--- config.mk ---
export PLATFORM = sky130hd
export DESIGN_NAME = instr_encode
export DESIGN_NICKNAME = d
export VERILOG_FILES = /design/src/rtl/rv_isa_pkg.sv /design/src/rtl/instr_encode_if.sv /design/src/rtl/enc_fifo.sv /design/src/rtl/instr_encode.sv
export SDC_FILE = /design/constraint.sdc
export NUM_CORES = 1
export LEC_CHECK = 0
export CORE_UTILIZATION = 54
export CTS_CLUSTER_DIAMETER = 80
export CTS_CLUSTER_SIZE = 12
export DETAILED_ROUTE_END_ITERATION = 16
export GPL_TIMING_DRIVEN = 1
export PLACE_DENSITY_LB_ADDON = 0.25
export SKIP_CTS_REPAIR_TIMING = 1
export SYNTH_ARGS = -nofsm -noshare
export SYNTH_HDL_FRONTEND = slang
export SYNTH_HIERARCHICAL = 1
export SYNTH_SLANG_ARGS = --single-unit
--- constraint.sdc ---
create_clock -name i_clk -period 4.4 [get_ports i_clk]
set_clock_uncertainty 0.15 [all_clocks]
set_input_delay 0.88 -clock i_clk [delete_from_list [all_inputs] [get_ports i_clk]]
set_output_delay 0.88 -clock i_clk [all_outputs]
set_load 0.005 [all_outputs]
--- src/rtl/rv_isa_pkg.sv ---
// RV32I encoding constants and shared types for the instruction encoder.
package rv_isa_pkg;

   localparam logic [6:0] OPC_OP     = 7'b0110011;
   localparam logic [6:0] OPC_OP_IMM = 7'b0010011;
   localparam logic [2:0] F3_ADD_SUB = 3'b000;
   localparam logic [6:0] F7_ADD     = 7'b0000000;
   localparam logic [6:0] F7_SUB     = 7'b0100000;

   typedef enum logic [1:0] {
      ENC_ADD  = 2'b00,
      ENC_SUB  = 2'b01,
      ENC_ADDI = 2'b10,
      ENC_RSVD = 2'b11
   } enc_op_e;

   typedef struct packed {
      logic [31:0] instr;
      logic [31:0] pc;
   } enc_entry_t;

endpackage

--- src/rtl/instr_encode_if.sv ---
// Valid/ready stream carrying an encoded instruction word and its PC.
interface instr_encode_if;

   logic        valid;
   logic        ready;
   logic [31:0] instr;
   logic [31:0] pc;

   modport master (output valid, output instr, output pc, input ready);
   modport slave  (input valid, input instr, input pc, output ready);

endinterface

--- src/rtl/enc_fifo.sv ---
// Two-entry in-order FIFO of {instr, pc}; head presented on a stream interface.
module enc_fifo
   import rv_isa_pkg::*;
(
   input  logic       clk,
   input  logic       rst,
   input  logic       push,
   input  enc_entry_t push_data,
   output logic       full,
   instr_encode_if.master deq
);

   enc_entry_t mem [2];
   logic       wr_ptr;
   logic       rd_ptr;
   logic [1:0] count;
   logic       do_push;
   logic       do_pop;

   assign full    = (count == 2'd2);
   assign do_push = push & ~full;
   assign do_pop  = deq.valid & deq.ready;

   assign deq.valid = (count != 2'd0);
   assign deq.instr = deq.valid ? mem[rd_ptr].instr : '0;
   assign deq.pc    = deq.valid ? mem[rd_ptr].pc    : '0;

   always_ff @(posedge clk) begin
      if (rst) begin
         wr_ptr <= 1'b0;
         rd_ptr <= 1'b0;
         count  <= 2'd0;
      end else begin
         if (do_push) wr_ptr <= ~wr_ptr;
         if (do_pop)  rd_ptr <= ~rd_ptr;
         count <= count + 2'(do_push) - 2'(do_pop);
      end
   end

   // NOTE: storage has no reset; count gates every read so stale data never escapes.
   always_ff @(posedge clk) begin
      if (do_push) mem[wr_ptr] <= push_data;
   end

endmodule

--- src/rtl/instr_encode.sv ---
// Encodes ADD/SUB/ADDI requests into RV32I words, tags them with a PC and buffers them.
module instr_encode
   import rv_isa_pkg::*;
#(
   parameter logic [31:0] RESET_PC = 32'h0000_0000
) (
   input  logic        i_clk,
   input  logic        i_rst,
   input  logic        i_enc_valid,
   output logic        o_enc_ready,
   input  logic [1:0]  i_enc_op,
   input  logic [4:0]  i_enc_rd_idx,
   input  logic [4:0]  i_enc_rs1_idx,
   input  logic [4:0]  i_enc_rs2_idx,
   input  logic [11:0] i_enc_imm,
   input  logic        i_enc_pc_load,
   input  logic [31:0] i_enc_pc_value,
   output logic        o_enc_valid,
   input  logic        i_enc_ready,
   output logic [31:0] o_enc_instr,
   output logic [31:0] o_enc_pc,
   output logic        o_enc_err
);

   enc_op_e     op;
   logic [31:0] instr;
   logic [31:0] next_pc;
   logic [31:0] load_pc;
   logic [31:0] tag_pc;
   logic        full;
   logic        accept;
   logic        push;
   logic        err_q;
   enc_entry_t  push_data;

   instr_encode_if deq_if ();

   assign op = enc_op_e'(i_enc_op);

   // NOTE: every always_comb output gets a default first so no latch is inferred.
   always_comb begin
      instr = '0;
      unique case (op)
         ENC_ADD:  instr = {F7_ADD, i_enc_rs2_idx, i_enc_rs1_idx, F3_ADD_SUB, i_enc_rd_idx, OPC_OP};
         ENC_SUB:  instr = {F7_SUB, i_enc_rs2_idx, i_enc_rs1_idx, F3_ADD_SUB, i_enc_rd_idx, OPC_OP};
         ENC_ADDI: instr = {i_enc_imm, i_enc_rs1_idx, F3_ADD_SUB, i_enc_rd_idx, OPC_OP_IMM};
         ENC_RSVD: instr = '0;
      endcase
   end

   assign load_pc     = i_enc_pc_value & ~32'h0000_0003;
   assign tag_pc      = i_enc_pc_load ? load_pc : next_pc;
   assign o_enc_ready = ~full & ~i_rst;
   assign accept      = i_enc_valid & o_enc_ready;
   assign push        = accept & (op != ENC_RSVD);
   assign push_data   = '{instr: instr, pc: tag_pc};

   // NOTE: sequential state uses non-blocking assignments only.
   always_ff @(posedge i_clk) begin
      if (i_rst) begin
         next_pc <= RESET_PC;
         err_q   <= 1'b0;
      end else begin
         err_q <= accept & (op == ENC_RSVD);
         if (push)               next_pc <= tag_pc + 32'd4;
         else if (i_enc_pc_load) next_pc <= load_pc;
      end
   end

   enc_fifo u_fifo (
      .clk       (i_clk),
      .rst       (i_rst),
      .push      (push),
      .push_data (push_data),
      .full      (full),
      .deq       (deq_if)
   );

   assign deq_if.ready = i_enc_ready;

   // Reset is synchronous, so outputs are also masked during the reset cycle itself.
   assign o_enc_valid = deq_if.valid & ~i_rst;
   assign o_enc_instr = i_rst ? '0 : deq_if.instr;
   assign o_enc_pc    = i_rst ? '0 : deq_if.pc;
   assign o_enc_err   = err_q & ~i_rst;

endmodule

==> run summary, run 1 <==
The flow ran to the end, and the final reports show no timing, DRC or antenna violations. Once placement completed, the tool counted placed cells totaling 951. Among all flip-flop cells after synthesis, the most frequent one is sky130_fd_sc_hd__edfxtp_1. Timing analysis after detailed placement gives a worst setup slack of 0.788 ns. Setup repair after global routing left no endpoint under its margin. The worst path uses 80.1% of the clock period. Averaged over all synthesized cells, the footprint is 12.0 um2.

The number of nets with antenna violations after detailed routing is 0. Dividing the detail-routed wire length by the instance count gives 17.1 um. In this run the cell area of the synthesized design comes to 0.00782 mm2. The global-route wire length before repair came out at 26,200 um. The maximum clock path buffer count came out at 2. In the final design database the tool counted 859 nets.

The total CTS buffers came out at 17. The fraction of registers with async set or reset after synthesis is 0%. The total power draw came out at 4.47 mW.

The clock reaches the later pin of the worst-skew pair after 0.43 ns. In this run the tool buffered the top-level ports with 130 buffer cells. After floorplanning, the core was sized to cover 0.0140 mm2. The slowest stage of the critical path belongs to the cell sky130_fd_sc_hd__nor2_4. Traced cell by cell, the critical path runs through nor2_4 > buf_12 > nor2_1 > nor2b_1 > clkdlybuf4s50_1. The proportion of synthesized chip area in sequential cells came out at 58.9%. Entering global routing, the biggest net connects 66 pins. The sink count of the clock tree came out at 166. The number of antenna violations at the first check in global routing came out at 0.

For this design the static power due to leakage is 3.57 nW. TritonCTS built the clock tree. The violation count after the first detailed-route iteration is 326. The worst hold slack after final layout came out at 0.372 ns. The I/O pin total came out at 133.

The class of the worst hold path is reg2reg. The depth of the CTS H-tree is 4. Tracing the worst setup path back leads to its startpoint at u_fifo/count[1]. The stage delay of the slowest cell on the critical path is 0.68 ns. The worst setup path is captured at a primary output. The final max-slew violation count came to 0. The via count of the first global-routing pass is 5,361.

The tightest slew margin relative to the limit is 43.8%. The die width came out at 122 um. STA classifies the critical path startpoint as a flop. The dominant delay contributor by cell family on the critical path is simple AND/OR/NAND/NOR gates. The total wire length after detailed routing came out at 16,800 um. The number of vias per cell came out at 5.52. The met1 routing resource usage after global routing is 27.8%.

Counting every instance in the synthesized netlist gives 651. The timing-limited maximum frequency is 0.284 GHz. Measured on the finished design, the core utilization comes to 70.9%. The repair_antennas step left the layout with diodes totalling 0. The start point of the worst hold path is u_fifo/rd_ptr. The number of synthesized register bits is 166. Summed over all nets, the half-perimeter wirelength after detailed placement is 11,200 um. The critical path is of the reg2out type.

The die height is 122 um. The worst path buffer plus inverter count is 2. The number of DRC violations after detailed routing came out at 0. The biggest fanout along the worst timing path came out at 33. Across all layers, the routed design uses 5,424 vias. The routed design could run at a clock period as short as 3.53 ns. The depth of the critical timing path with buffers and inverters included is 5. The final hold violation count is 0. The number of synthesized flops with an enable pin is 128.

In this run the core area contains 43 standard-cell rows. The worst register-to-register path begins at u_fifo/count[0]. The logic depth of the worst register-to-register path came out at 7. The final weighted congestion in routability-driven placement is 0.838. The first-pass iteration count of the detailed router is 5. The area taken by multi-input logic gates is 0.00300 mm2. For the worst setup path, the data arrival time is 2.50 ns. Counting the fill cells in the layout gives 1,009. The number of max-cap violations is 0. The number of distinct library cells after synthesis is 59. The total grt overflow came out at 0.

The highest ir drop seen on vdd is 0.241 mV. The total cell area at the placement stage is 0.00935 mm2. For this configuration, the core starts out at a cell density of 55.9%. The die area came out at 0.0150 mm2. The aggregate global-route resource usage came out at 23.2%. The count of yosys warnings during synthesis came out at 6. The worst endpoint required time came out at 3.37 ns.

The slew at the pin closest to its max-slew limit is 0.843 ns. The slack of the critical path came out at 0.875 ns. The ratio of cells with drive above 1 in the final layout is 9.71%. Global routing consumed, on the met3 layer, 5.11% of the routing resources. The aggregate negative setup slack is 0 ns.

The most used routing layer is met2. The clock tree root buffer cell is sky130_fd_sc_hd__clkbuf_16. The signed area change from the synthesized netlist to the final layout came out at 27.0%. After clock tree synthesis, the clock-pin slew on the worst setup and hold paths is 0.06 ns. Power spread over the standard cell area amounts to 451 mW/mm2. The sequential cells in the finished layout cover a total of 0.00461 mm2. The routing usage on met2 came out at 40.3%. The number of cells on the worst hold path is 2. The count of endpoints failing setup in the final report is 0.

After routing the design area is 0.00992 mm2. The count of non-filler cells in the finished layout is 983.
placed cells by master (no fill, tap or decap), types with 11 or more instances in the layout:
| cell type | instances |
|---|---|
| sky130_fd_sc_hd__clkdlybuf4s50_1 | 128 |
| sky130_fd_sc_hd__edfxtp_1 | 128 |
| sky130_fd_sc_hd__nor2_1 | 88 |
| sky130_fd_sc_hd__mux2i_1 | 72 |
| sky130_fd_sc_hd__nor2b_1 | 69 |
| sky130_fd_sc_hd__dfxtp_1 | 37 |
| sky130_fd_sc_hd__nand2_1 | 24 |
| sky130_fd_sc_hd__mux2_2 | 21 |
| sky130_fd_sc_hd__clkbuf_16 | 17 |
| sky130_fd_sc_hd__inv_1 | 16 |
| sky130_fd_sc_hd__nand3_1 | 16 |
| sky130_fd_sc_hd__and2_1 | 14 |
| sky130_fd_sc_hd__conb_1 | 12 |
| sky130_fd_sc_hd__buf_4 | 11 |
sequential cells by signal, indices dropped and copies added, names as in the netlist, named ones only:
name / cells
u_fifo/mem: 128
next_pc: 32
u_fifo/count: 2
err_q: 1
u_fifo/rd_ptr: 1
u_fifo/wr_ptr: 1
worst reg2reg max path: cells and delay by family, from the launching register on:
kind	cells	cell delay [ns]
AO/OA/AOI/OAI	2	0.95
buffers and inverters	1	0.05
flip-flops	1	0.42
AND/OR/NAND/NOR	4	1.18
layer usage:
| layer | vias to the layer above | wire length (um) |
|---|---|---|
| met3 | 30 | 964 |
| met5 | - | 0 |
| met2 | 183 | 8560 |
| met1 | 2610 | 6940 |
| li1 | 2601 | - |
| met4 | 0 | 309 |
cell usage after synthesis, types with 4 or more instances:
cell type / count / area share (%)
sky130_fd_sc_hd__inv_1: 17 / 0.82
sky130_fd_sc_hd__nor2_1: 89 / 4.3
sky130_fd_sc_hd__xor2_1: 8 / 0.90
sky130_fd_sc_hd__nand2_1: 24 / 1.2
sky130_fd_sc_hd__mux2i_1: 72 / 9.2
sky130_fd_sc_hd__and3_1: 10 / 0.80
sky130_fd_sc_hd__mux2_2: 21 / 3.0
sky130_fd_sc_hd__buf_2: 8 / 0.51
sky130_fd_sc_hd__clkbuf_1: 15 / 0.72
sky130_fd_sc_hd__nor3_1: 10 / 0.64
sky130_fd_sc_hd__nand3b_1: 10 / 0.96
sky130_fd_sc_hd__nand3_1: 16 / 1.0
sky130_fd_sc_hd__buf_4: 8 / 0.77
sky130_fd_sc_hd__nor2b_1: 69 / 5.5
sky130_fd_sc_hd__and2_1: 14 / 1.1
sky130_fd_sc_hd__nand4_1: 10 / 0.80
sky130_fd_sc_hd__xnor2_1: 8 / 0.90
sky130_fd_sc_hd__edfxtp_1: 128 / 49
sky130_fd_sc_hd__a22o_1: 5 / 0.56
sky130_fd_sc_hd__o21ai_0: 6 / 0.38
sky130_fd_sc_hd__dfxtp_1: 38 / 9.7
sky130_fd_sc_hd__a21oi_1: 4 / 0.26
sky130_fd_sc_hd__a31oi_1: 5 / 0.40
area by class of cell:
class / count / share of cell area [%]
clock inverters: 9 / 1.03
clock buffers: 23 / 4.72
flip-flops and latches: 166 / 46.4
well taps: 180 / 2.27
inverters: 18 / 0.681
repair buffers: 144 / 14.6
multi-input cells: 443 / 30.3
where the power goes:
group,internal [mW],switching [mW]
combinational,0.605,0.538
clock,0.861,0.569
sequential,1.81,0.0868
path summary, 6_finish.rpt:
path / slack [ns] / end
max reg2reg: 1.57 / next_pc[30]
min: 0.37 / flop
max: 0.87 / o_enc_instr[3]
min reg2reg: 0.37 / flop
logic make-up (layout without fill, tap and decap cells):
logic type,Yosys count,count (layout),synth area share (%)
buf+inv,53,194,3.30
xor+xnor,16,16,1.79
simple gates,276,276,19.1
fa+ha+maj,3,3,0.480
flops,166,166,58.9
other cells,1,12,0.0480
mux,93,93,12.2
compound gates,43,43,4.16
No activity file was read; power rests on OpenSTA's default activity.
==> run 2: changes to the inputs <==
CORE_UTILIZATION = 48   (was 54)
clock period = 2.95 ns   (was 4.4 ns; I/O delays follow)
==> run 2 against run 1 <==
Worst hold slack lost 0.087 ns; clock-buffer cell count fell by 1; sequential share of layout area decreased by 1.6 points; design area up 3.6%; clock power is 64% higher; first-iteration DRC count up 17%; utilization shrank 6.2 points; register-to-register slack got worse by 1.1 ns; power is 55% higher; flip-flop and latch count unchanged; via count increased by 1.3%; non-clock buffer count rose by 23; largest cell class unchanged.
==> run summary, run 2 (synthesis results as in run 1) <==
Result of the run: finished, final reports clean (unchanged). The worst endpoint required time is 2.21 ns (was 3.37 ns). The number of flip-flops in the largest register is 128 (unchanged). The post-layout instance area was 0.0103 mm2 (was 0.00992 mm2). The start point of the worst hold path is i_rst (was u_fifo/rd_ptr). The highest ir drop seen on vdd came out at 0.433 mV (was 0.241 mV).

The total cell area at the placement stage is 0.00961 mm2 (was 0.00935 mm2). The largest register by flop count is u_fifo/mem (unchanged). The capturing point of the worst reg2reg path is next_pc[26] (was next_pc[30]). The biggest fanout along the worst timing path came out at 26 (was 33).

The TritonCTS clock tree is built (unchanged). The clock latency of the later-clocked register in the worst-skew pair was 0.42 ns (was 0.43 ns). The signed area change from the synthesized netlist to the final layout was 31.5% (was 27.0%). The first-pass iteration count of the detailed router is 7 (was 5). The number of antenna violations at the first check in global routing came out at 0 (unchanged). The total grt overflow is 0 (unchanged).

The total CTS buffers was 17 (unchanged). The reg-to-reg startpoint is u_fifo/count[0] (unchanged). The static leakage came out at 3.74 nW (was 3.57 nW).

The starting density of the core is 49.2% (was 55.9%). The average routed wire per standard cell is 16.5 um (was 17.1 um). The net switching power of the design is 1.82 mW (was 1.19 mW). Biggest registers after layout: u_fifo/mem x128, next_pc x32, u_fifo/count x2 (unchanged). The sink count of the clock tree came out at 166 (unchanged). The violation count after the first detailed-route iteration came to 380 (was 326). The die height is 130 um (was 122 um).

The final max-slew violation count came to 0 (unchanged). The clock transition at the register clock pins on the worst setup and hold paths after CTS came out at 0.06 ns (about the same). The area taken by multi-input logic gates was 0.00302 mm2 (was 0.00300 mm2). The die width came out at 130 um (was 122 um). The placeable core area is 0.0159 mm2 (was 0.0140 mm2). The placement-stage worst setup slack was -0.00787 ns (was 0.788 ns). The switching power as a share of total power is 26.2% (was 26.7%).

The detailed placer's ending HPWL is 12,000 um (was 11,200 um). The clock tree root buffer cell was sky130_fd_sc_hd__clkbuf_16 (unchanged). The critical path class is reg2out (unchanged). The beginning of the critical path is u_fifo/count[1] (unchanged). The sequential share of power is 40.0% (was 42.5%). The number of core rows came out at 46 (was 43). Timing would allow up to 0.361 GHz. The sequential cell area is 0.00461 mm2 (unchanged).

The arrival time at the worst endpoint came out at 2.03 ns (was 2.50 ns). The number of cells on the worst hold path came out at 2 (unchanged). The period utilization is 93.9%.

The slack of the critical path was 0.179 ns (was 0.875 ns). The part of the power in combinational logic came out at 26.4% (was 25.5%). The aggregate global-route resource usage is 21.5% (was 23.2%). The count of buffers inserted at the top-level ports came out at 130 (unchanged). The pin count of the biggest net entering global routing is 41 (was 66). The I/O pin total came out at 133 (unchanged). The layout net count is 882 (was 859). The ratio of cells with drive above 1 in the final layout came out at 12.6% (was 9.71%). RSZ-0062 raised after global routing: false (unchanged). The number of antenna cells inserted is 0 (unchanged).

The category of the worst setup path capture point is a primary output (unchanged). The type of element launching the critical path is a flop (unchanged). The number of max-cap violations is 0 (unchanged). The cell area power density came out at 676 mW/mm2 (was 451 mW/mm2). The global-route wire length before repair came out at 27,000 um (was 26,200 um). For hold timing, the worst endpoint is u_fifo/wr_ptr. The die area was 0.0168 mm2 (was 0.0150 mm2). The count of endpoints failing setup in the final report came out at 0 (unchanged). The slack of the worst reg-to-reg path was 0.49 ns (was 1.57 ns). The utilization after layout came to 64.7% (was 70.9%). The number of vias per cell is 5.27 (was 5.52). The aggregate negative setup slack came out at 0 ns (unchanged).

The number of nets with antenna violations after detailed routing came out at 0 (unchanged). The maximum clock path buffer count came out at 2 (unchanged). The total wire length after detailed routing is 17,200 um (was 16,800 um). The via count is 5,496 (was 5,424). The class of the worst hold path was in2reg (was reg2reg).

The number of DRC violations after detailed routing is 0 (unchanged). The logic depth of the worst register-to-register path is 8 (was 7). The depth of the CTS H-tree is 4 (unchanged). The final weighted congestion in routability-driven placement is 0.832 (was 0.838). The worst hold slack after final layout is 0.285 ns (was 0.372 ns). The filler cell count came out at 1,237 (was 1,009). The final hold violation count was 0 (unchanged). The clock network fraction of total power came out at 33.7% (was 32.0%). Leading cell types in the layout, fill and taps excluded: 128 x sky130_fd_sc_hd__clkdlybuf4s50_1, 128 x sky130_fd_sc_hd__edfxtp_1, 88 x sky130_fd_sc_hd__nor2_1 (unchanged). The via count of the first global-routing pass is 5,507 (was 5,361).

The internal power consumption is 5.13 mW (was 3.28 mW). Subtracting the final worst setup slack from the clock period gives 2.77 ns.
-- run 2: cell types whose count changed in the layout (fill, tap and decap cells not counted), moves of 2 or more --
cell,before,now
sky130_fd_sc_hd__buf_12,4,8
sky130_fd_sc_hd__buf_4,11,30
sky130_fd_sc_hd__clkbuf_1,4,2
sky130_fd_sc_hd__clkbuf_16,17,19
sky130_fd_sc_hd__clkinv_2,4,2
sky130_fd_sc_hd__clkinv_4,0,2
-- run 2: routing by layer --
layer / vias to the layer above / part of all wire, % / GRT usage (%)
met3: 24 / 4.1 / 5.12
met4: 0 / 1.6 / 8.34
met2: 141 / 51 / 36.7
met5: - / 0 / 0
met1: 2672 / 44 / 26.2
li1: 2659 / - / -
-- run 2: area by class of cell --
| class | instances | share of cell area, % |
|---|---|---|
| inverter | 18 | 0.694 |
| multi-input combinational | 443 | 29.4 |
| sequential | 166 | 44.8 |
| timing repair buffer | 167 | 16.3 |
| tap | 216 | 2.63 |
| clock buffer | 22 | 4.83 |
| clock inverter | 10 | 1.36 |
-- run 2: worst max-delay path by stage --
stage | to | slack (ns) | cells past startpoint
global placement | u_fifo/mem[0][26] | 0.05 | 8
global route | o_enc_instr[23] | 0.06 | 5
CTS | o_enc_instr[5] | 0.01 | 5
finish | o_enc_instr[13] | 0.18 | 5
floorplan | next_pc[26] | 0.002 | 12
detailed placement | next_pc[26] | -0.008 | 8
-- run 2: stage by stage --
step / power (mW) / std cells
2_1_floorplan: 3.89 / 662
3_3_place_gp: 4.60 / 1006
3_5_place_dp: 4.64 / 1006
4_1_cts: 6.97 / 1038
5_1_grt: 7.26 / 1042
6_report: 6.95 / 1042
-- run 2: critical path, stage by stage (launching register included) --
cell                              delay, ns
sky130_fd_sc_hd__dfxtp_1               0.45
sky130_fd_sc_hd__nor2_4                0.08
sky130_fd_sc_hd__buf_4                 0.23
sky130_fd_sc_hd__nor2_1                0.14
sky130_fd_sc_hd__nor2b_1               0.19
sky130_fd_sc_hd__clkdlybuf4s50_1       0.52
-- run 2: power groups by stage --
stage	Clock [mW]	Sequential [mW]	Combinational [mW]
final	2.34	2.78	1.83
after floorplan	0	2.79	1.10
after global routing	2.47	2.79	2.00
after CTS	2.37	2.80	1.81
after global placement	0	2.84	1.77
after detailed placement	0	2.84	1.80
